===== src/rtl/aes_round_ctrl_pkg.sv =====
// Shared definitions for the iterative AES round controller: datapath op
// encoding, FSM state enumeration and the legal round counts.
package aes_pkg;

  typedef logic [1:0] aes_op_t;

  localparam aes_op_t AES_OP_ADDKEY = 2'd0;
  localparam aes_op_t AES_OP_SUB    = 2'd1;
  localparam aes_op_t AES_OP_SHIFT  = 2'd2;
  localparam aes_op_t AES_OP_MIX    = 2'd3;

  typedef enum logic [2:0] {
    AES_ST_IDLE   = 3'd0,
    AES_ST_INIT   = 3'd1,
    AES_ST_SUB    = 3'd2,
    AES_ST_SHIFT  = 3'd3,
    AES_ST_MIX    = 3'd4,
    AES_ST_ADDKEY = 3'd5,
    AES_ST_DONE   = 3'd6
  } aes_state_e;

  localparam int AES_NR_128 = 10;
  localparam int AES_NR_192 = 12;
  localparam int AES_NR_256 = 14;

endpackage


===== src/rtl/aes_round_ctrl_if.sv =====
// Control bus between the AES sequencer and its requester/datapath.
// master: block requester side, slave: the sequencer itself.
interface aes_round_ctrl_if;
  import aes_pkg::*;

  logic       start_i;
  logic       decrypt_i;
  logic       ld_input_o;
  logic       ld_state_o;
  aes_op_t    op_o;
  logic       inverse_o;
  logic [3:0] round_o;
  logic       busy_o;
  logic       done_o;

  modport master (
    output start_i, decrypt_i,
    input  ld_input_o, ld_state_o, op_o, inverse_o, round_o, busy_o, done_o
  );

  modport slave (
    input  start_i, decrypt_i,
    output ld_input_o, ld_state_o, op_o, inverse_o, round_o, busy_o, done_o
  );
endinterface


===== src/rtl/aes_round_ctrl.sv =====
// Sequencer for the one-transform-per-clock AES round datapath.
// Optional feature macro: AES_CTRL_DECRYPT_EN (inverse-cipher sequencing);
// without it the direction is fixed to encrypt and inverse_o is tied low.
//
// state  | meaning
// IDLE   | waiting for start_i
// INIT   | initial AddRoundKey with the loaded round index
// SUB    | SubBytes
// SHIFT  | ShiftRows
// MIX    | MixColumns (skipped in the final round)
// ADDKEY | AddRoundKey for the current round index
// DONE   | one-cycle completion pulse, outputs hold last op/round
module aes_round_ctrl
  import aes_pkg::*;
#(
  parameter int NR = AES_NR_128
) (
  input logic            clk,
  input logic            rst,
  aes_round_ctrl_if.slave bus
);

  localparam logic [2:0] S_IDLE   = 3'(AES_ST_IDLE);
  localparam logic [2:0] S_INIT   = 3'(AES_ST_INIT);
  localparam logic [2:0] S_SUB    = 3'(AES_ST_SUB);
  localparam logic [2:0] S_SHIFT  = 3'(AES_ST_SHIFT);
  localparam logic [2:0] S_MIX    = 3'(AES_ST_MIX);
  localparam logic [2:0] S_ADDKEY = 3'(AES_ST_ADDKEY);
  localparam logic [2:0] S_DONE   = 3'(AES_ST_DONE);

  localparam logic [3:0] NR_C = 4'(NR);

  logic [2:0] state_q, state_d;
  logic [3:0] cnt_q, cnt_d;
  logic       dir_q;
  aes_op_t    op_q;
  logic       busy_q;

`ifdef AES_CTRL_DECRYPT_EN
  logic dir_d;

  // Direction latch, captured only when a block is accepted.
  always_ff @(posedge clk or posedge rst) begin
    if (rst) dir_q <= 1'b0;
    else     dir_q <= dir_d;
  end
`else
  logic unused_decrypt;
  assign unused_decrypt = bus.decrypt_i;
  assign dir_q          = 1'b0;
`endif

  // Next-state and round-counter update.
  always_comb begin
    state_d = state_q;
    cnt_d   = cnt_q;
`ifdef AES_CTRL_DECRYPT_EN
    dir_d   = dir_q;
`endif
    case (state_q)
      S_IDLE: begin
        if (bus.start_i) begin
          state_d = S_INIT;
`ifdef AES_CTRL_DECRYPT_EN
          dir_d   = bus.decrypt_i;
          cnt_d   = bus.decrypt_i ? NR_C : 4'd0;
`else
          cnt_d   = 4'd0;
`endif
        end
      end
      S_INIT: begin
`ifdef AES_CTRL_DECRYPT_EN
        if (dir_q) begin
          state_d = S_SHIFT;
          cnt_d   = cnt_q - 4'd1;
        end else
`endif
        begin
          state_d = S_SUB;
          cnt_d   = cnt_q + 4'd1;
        end
      end
      S_SUB: begin
`ifdef AES_CTRL_DECRYPT_EN
        if (dir_q) state_d = S_ADDKEY;
        else
`endif
        state_d = S_SHIFT;
      end
      S_SHIFT: begin
`ifdef AES_CTRL_DECRYPT_EN
        if (dir_q) state_d = S_SUB;
        else
`endif
        state_d = (cnt_q == NR_C) ? S_ADDKEY : S_MIX;
      end
      S_MIX: begin
`ifdef AES_CTRL_DECRYPT_EN
        if (dir_q) begin
          state_d = S_SHIFT;
          cnt_d   = cnt_q - 4'd1;
        end else
`endif
        state_d = S_ADDKEY;
      end
      S_ADDKEY: begin
`ifdef AES_CTRL_DECRYPT_EN
        if (dir_q) state_d = (cnt_q == 4'd0) ? S_DONE : S_MIX;
        else
`endif
        if (cnt_q == NR_C) begin
          state_d = S_DONE;
        end else begin
          state_d = S_SUB;
          cnt_d   = cnt_q + 4'd1;
        end
      end
      S_DONE:  state_d = S_IDLE;
      default: state_d = S_IDLE;
    endcase
  end

  // State, counter and registered output decodes; op holds through DONE/IDLE.
  always_ff @(posedge clk or posedge rst) begin
    if (rst) begin
      state_q <= S_IDLE;
      cnt_q   <= 4'd0;
      op_q    <= AES_OP_ADDKEY;
      busy_q  <= 1'b0;
    end else begin
      state_q <= state_d;
      cnt_q   <= cnt_d;
      busy_q  <= (state_d != S_IDLE) && (state_d != S_DONE);
      case (state_d)
        S_INIT, S_ADDKEY: op_q <= AES_OP_ADDKEY;
        S_SUB:            op_q <= AES_OP_SUB;
        S_SHIFT:          op_q <= AES_OP_SHIFT;
        S_MIX:            op_q <= AES_OP_MIX;
        default:          op_q <= op_q;
      endcase
    end
  end

  assign bus.ld_input_o = bus.start_i & (state_q == S_IDLE);
  assign bus.ld_state_o = busy_q;
  assign bus.busy_o     = busy_q;
  assign bus.done_o     = (state_q == S_DONE);
  assign bus.op_o       = op_q;
  assign bus.round_o    = cnt_q;
  assign bus.inverse_o  = dir_q;

endmodule

===== src/flat_wrapper.sv =====
// flat-port wrapper written by rule: the top's interface ports become plain ports
module aes_round_ctrl_flat import aes_pkg::*;
#(
  parameter int NR = AES_NR_128
)
  (clk, rst, bus_start_i, bus_decrypt_i, bus_ld_input_o, bus_ld_state_o, bus_op_o, bus_inverse_o, bus_round_o, bus_busy_o, bus_done_o);
  aes_round_ctrl_if bus_i ();
  input logic clk;
  input logic rst;
  input wire logic [$bits(bus_i.start_i)-1:0] bus_start_i;
  input wire logic [$bits(bus_i.decrypt_i)-1:0] bus_decrypt_i;
  output wire logic [$bits(bus_i.ld_input_o)-1:0] bus_ld_input_o;
  output wire logic [$bits(bus_i.ld_state_o)-1:0] bus_ld_state_o;
  output wire logic [$bits(bus_i.op_o)-1:0] bus_op_o;
  output wire logic [$bits(bus_i.inverse_o)-1:0] bus_inverse_o;
  output wire logic [$bits(bus_i.round_o)-1:0] bus_round_o;
  output wire logic [$bits(bus_i.busy_o)-1:0] bus_busy_o;
  output wire logic [$bits(bus_i.done_o)-1:0] bus_done_o;
  assign bus_i.start_i = bus_start_i;
  assign bus_i.decrypt_i = bus_decrypt_i;
  assign bus_ld_input_o = bus_i.ld_input_o;
  assign bus_ld_state_o = bus_i.ld_state_o;
  assign bus_op_o = bus_i.op_o;
  assign bus_inverse_o = bus_i.inverse_o;
  assign bus_round_o = bus_i.round_o;
  assign bus_busy_o = bus_i.busy_o;
  assign bus_done_o = bus_i.done_o;
  aes_round_ctrl #(.NR(NR)) u_core (.clk(clk), .rst(rst), .bus(bus_i));
endmodule

===== config.mk =====
export PLATFORM = sky130hd
export DESIGN_NAME = aes_round_ctrl_flat
export DESIGN_NICKNAME = d
export VERILOG_FILES = /design/src/rtl/aes_round_ctrl_pkg.sv /design/src/rtl/aes_round_ctrl_if.sv /design/src/rtl/aes_round_ctrl.sv /design/src/flat_wrapper.sv
export SDC_FILE = /design/constraint.sdc
export NUM_CORES = 1
export LEC_CHECK = 0
export BUFFER_PORTS_ARGS = -buffer_cell sky130_fd_sc_hd__buf_2
export CORE_ASPECT_RATIO = 0.6
export CORE_UTILIZATION = 25
export DETAILED_ROUTE_END_ITERATION = 7
export GPL_TIMING_DRIVEN = 0
export HOLD_SLACK_MARGIN = 0.15
export PLACE_DENSITY = 0.44
export SYNTH_ARGS = -nofsm -noshare
export SYNTH_HDL_FRONTEND = slang
export SYNTH_SLANG_ARGS = --single-unit

===== constraint.sdc =====
create_clock -name clk -period 1.25 [get_ports clk]
set_input_delay 0.25 -clock clk [delete_from_list [all_inputs] [get_ports clk]]
set_output_delay 0.25 -clock clk [all_outputs]
set_load 0.03 [all_outputs]

==> results.json <==
{
  "htreeDepth": 1,
  "drt_wl_total_mm": 1.326,
  "drv_cap": 0,
  "drt-initial-drc-count": 19,
  "num_rows": 12,
  "critPathKind": "register to output pin",
  "power_density_mw_per_mm2": 2743,
  "wl_met3_um": 91,
  "clkTransAtPathRegs_ps": 40,
  "peakVddDrop_v": 0.0007499,
  "fin_crit_sh": 1.323,
  "yosysSeqAreaShare": 0.4376,
  "path_delay_family": "simple AND/OR/NAND/NOR gates",
  "seqPwrFrac": 0.294,
  "syn_area_um2": 571.8,
  "setup.worst_path.end_class": "output pin",
  "final_common_cell": "buf_2",
  "via_per_inst": 4.500,
  "cp_cell_sequence": "or4b_4 > clkinvlp_4 > buf_6",
  "avgSynthCellArea_um2": 9.691,
  "vias": 486,
  "intPower_w": 0.001207,
  "grt_first_pass_wirelength_mm": 2.194,
  "setup-violations-final": 8,
  "numPortBuffers": 12,
  "core_region_area_mm2": 0.001997,
  "final-hold-violation-count": 0,
  "top_layer": "met4",
  "wl_per_cell_um": 12.28,
  "synthToLayoutAreaGrowth_pct": 41.79,
  "stdcell_area_um2": 810.8,
  "critPathMaxFanout": 4,
  "netSwitchingPower_w": 0.001017,
  "clkLatencyLatePin_ps": 230,
  "yosys_register_bits": 10,
  "grt_max_degree": 11,
  "cts_tree": "yes",
  "violations": "setup timing",
  "numCtsBuffers": 3,
  "final_cell_mix": "buf_2 (10), buf_4 (9), dfrtp_1 (7), nand2_1 (5)",
  "critical_path_depth": 3,
  "r2r-end": "u_core.bus.round_o[3]",
  "crit_start": "u_core.state_q[1]",
  "hpwl_um": 916,
  "fin_util": 0.4060,
  "fmax_mhz": 604.8,
  "overflow": 0,
  "drc": 0,
  "ant_nets": 0,
  "synth_cells": 59,
  "status": "finished, violations left",
  "finalCriticalPeriod_ps": 1654,
  "synthDistinctLibCells": 28,
  "drtPass1Iterations": 4,
  "power_frac_clock": 0.145,
  "die_w_um": 63.74,
  "crit_buf_inv": 2,
  "place_area_um2": 689.4,
  "synth-warning-count": 0,
  "clockBufferDepth": 2,
  "grt_pass1_vias": 443,
  "worstPathArrival_ps": 1400,
  "dieHeight_um": 39.05,
  "power_w": 0.002224,
  "worst-r2r-cell-count": 4,
  "die-area_mm2": 0.002489,
  "rsz0062_at_grt": "yes",
  "final_nets": 88,
  "dr_wl_met2_um": 522,
  "r2r-start": "u_core.state_q[1]",
  "synth_nets": 65,
  "setup_tns_ps": -1135,
  "grtUsageTotal": 0.1312,
  "power.leakage_nw": 0.3744,
  "r2r_setup_slack_ps": -140,
  "worstSetupEndpoint": "bus_ld_input_o",
  "holdCritPathClass": "input pin to register",
  "p_comb_frac": 0.561,
  "grt_antenna_before_repair": 0,
  "slowest_stage": "or4b_4",
  "initial_core_util": 0.2863,
  "switching_share": 0.4572,
  "slowest_delay_ps": 570,
  "cts.sinks": 10,
  "antenna_cells": 0,
  "gp_congestion": 0.8074,
  "worstPathRequired_ps": 1000,
  "ioPinCount": 15,
  "fin_ws_ps": -403.6,
  "fin_skew_ps": 2.850,
  "maxSlewViolCount": 0,
  "start_kind": "register",
  "fin_cells": 108,
  "root_buffer": "clkbuf_8",
  "m1WireLength_um": 700,
  "dp_cells": 99,
  "drive_above_1_share": 0.4750
}
-- flip-flops by register name (all words and copies together), names as in the netlist --
name and cells:
u_core.bus.busy_o 1, u_core.bus.op_o 2, u_core.bus.round_o 4, u_core.state_q 3
-- layer usage --
layer  vias to the layer above  track usage
li1                        247            -
met1                       225       0.1702
met2                        12       0.1649
met3                         2      0.07647
met4                         0      0.06818
met5                         -            0
-- cell type report --
type                    instances  area, µm²
fillers                       202       1186
repair buffers                 19      130.1
clock buffers                   3      41.29
inverters                       5      22.52
well taps                      28      35.03
multi-input cells              40      307.8
plain buffers                   3      20.02
flip-flops and latches         10      254.0
-- power groups by stage --
stage | Clock, W | Sequential [W] | Combinational, W
after floorplan | 0 | 0.000834 | 0.000645
after global placement | 0 | 0.000649 | 0.00111
after detailed placement | 0 | 0.000649 | 0.00111
after CTS | 0.000340 | 0.000635 | 0.00126
after global routing | 0.000361 | 0.000681 | 0.00136
final | 0.000322 | 0.000654 | 0.00125
-- through the flow --
stage | hold WS [ps] | setup slack, ps
CTS | 317.1 | -493.3
detailed placement | 258.4 | -339.6
finish | 326.6 | -403.6
floorplan | 90.04 | -193.6
global route | 350.5 | -462.1
global placement | 265.6 | -334.7
-- cell families after synthesis --
kind of cell	Yosys count	synth area share
and+or+nand+nor	22	0.2276
AOI/OAI and AO/OA	12	0.1444
DFF	10	0.4376
buffers and inverters	9	0.08751
muxes	3	0.05252
adders and majority gates	2	0.04376
other	1	0.006558
-- what timing repair did --
action / 4_1_cts / 5_1_grt
gates resized for setup: 7 / 6
hold buffers: 1 / 0
pin swaps: 2 / 2
endpoints found under the hold margin: 10 / 0
setup endpoints to repair: 8 / 10
setup buffers: 6 / 1
-- how the worst min path moves through the flow --
stage | startpoint | end | slack, ps | cells past startpoint
final | bus_start_i | u_core.bus.busy_o | 330 | 3
after global routing | bus_start_i | u_core.bus.busy_o | 350 | 3
after CTS | bus_start_i | u_core.bus.busy_o | 320 | 3
after detailed placement | rst | u_core.bus.round_o[2] | 260 | 2
after global placement | rst | u_core.bus.round_o[2] | 270 | 2
after floorplan | rst | u_core.bus.busy_o | 90 | 1
-- synthesized netlist by cell type, drive strengths merged --
cell | instances | area, µm²
nor3 | 1 | 5.000
a211o | 1 | 10.01
nand3 | 4 | 25.02
o211ai | 1 | 7.510
a21o | 1 | 7.510
nand4b | 1 | 8.760
conb | 1 | 3.750
nand4 | 1 | 6.260
mux2i | 3 | 30.03
o21ai | 5 | 25.02
nor2b | 2 | 12.51
a211oi | 1 | 7.510
a41oi | 1 | 8.760
nand2 | 5 | 18.77
a2bb2oi | 1 | 8.760
or4b | 1 | 13.76
dfrtp | 10 | 250.2
ha | 2 | 25.02
nor2 | 3 | 11.26
and2 | 1 | 6.260
and2b | 1 | 7.510
nand3b | 2 | 15.01
inv | 5 | 18.77
o31ai | 1 | 7.510
buf | 4 | 31.27
-- tightest hold or removal path: stages --
cell and delay (ps):
buf_2 120, nor2_1 80, a2bb2oi_1 70
Note: power is estimated with default switching activity, not from simulation.
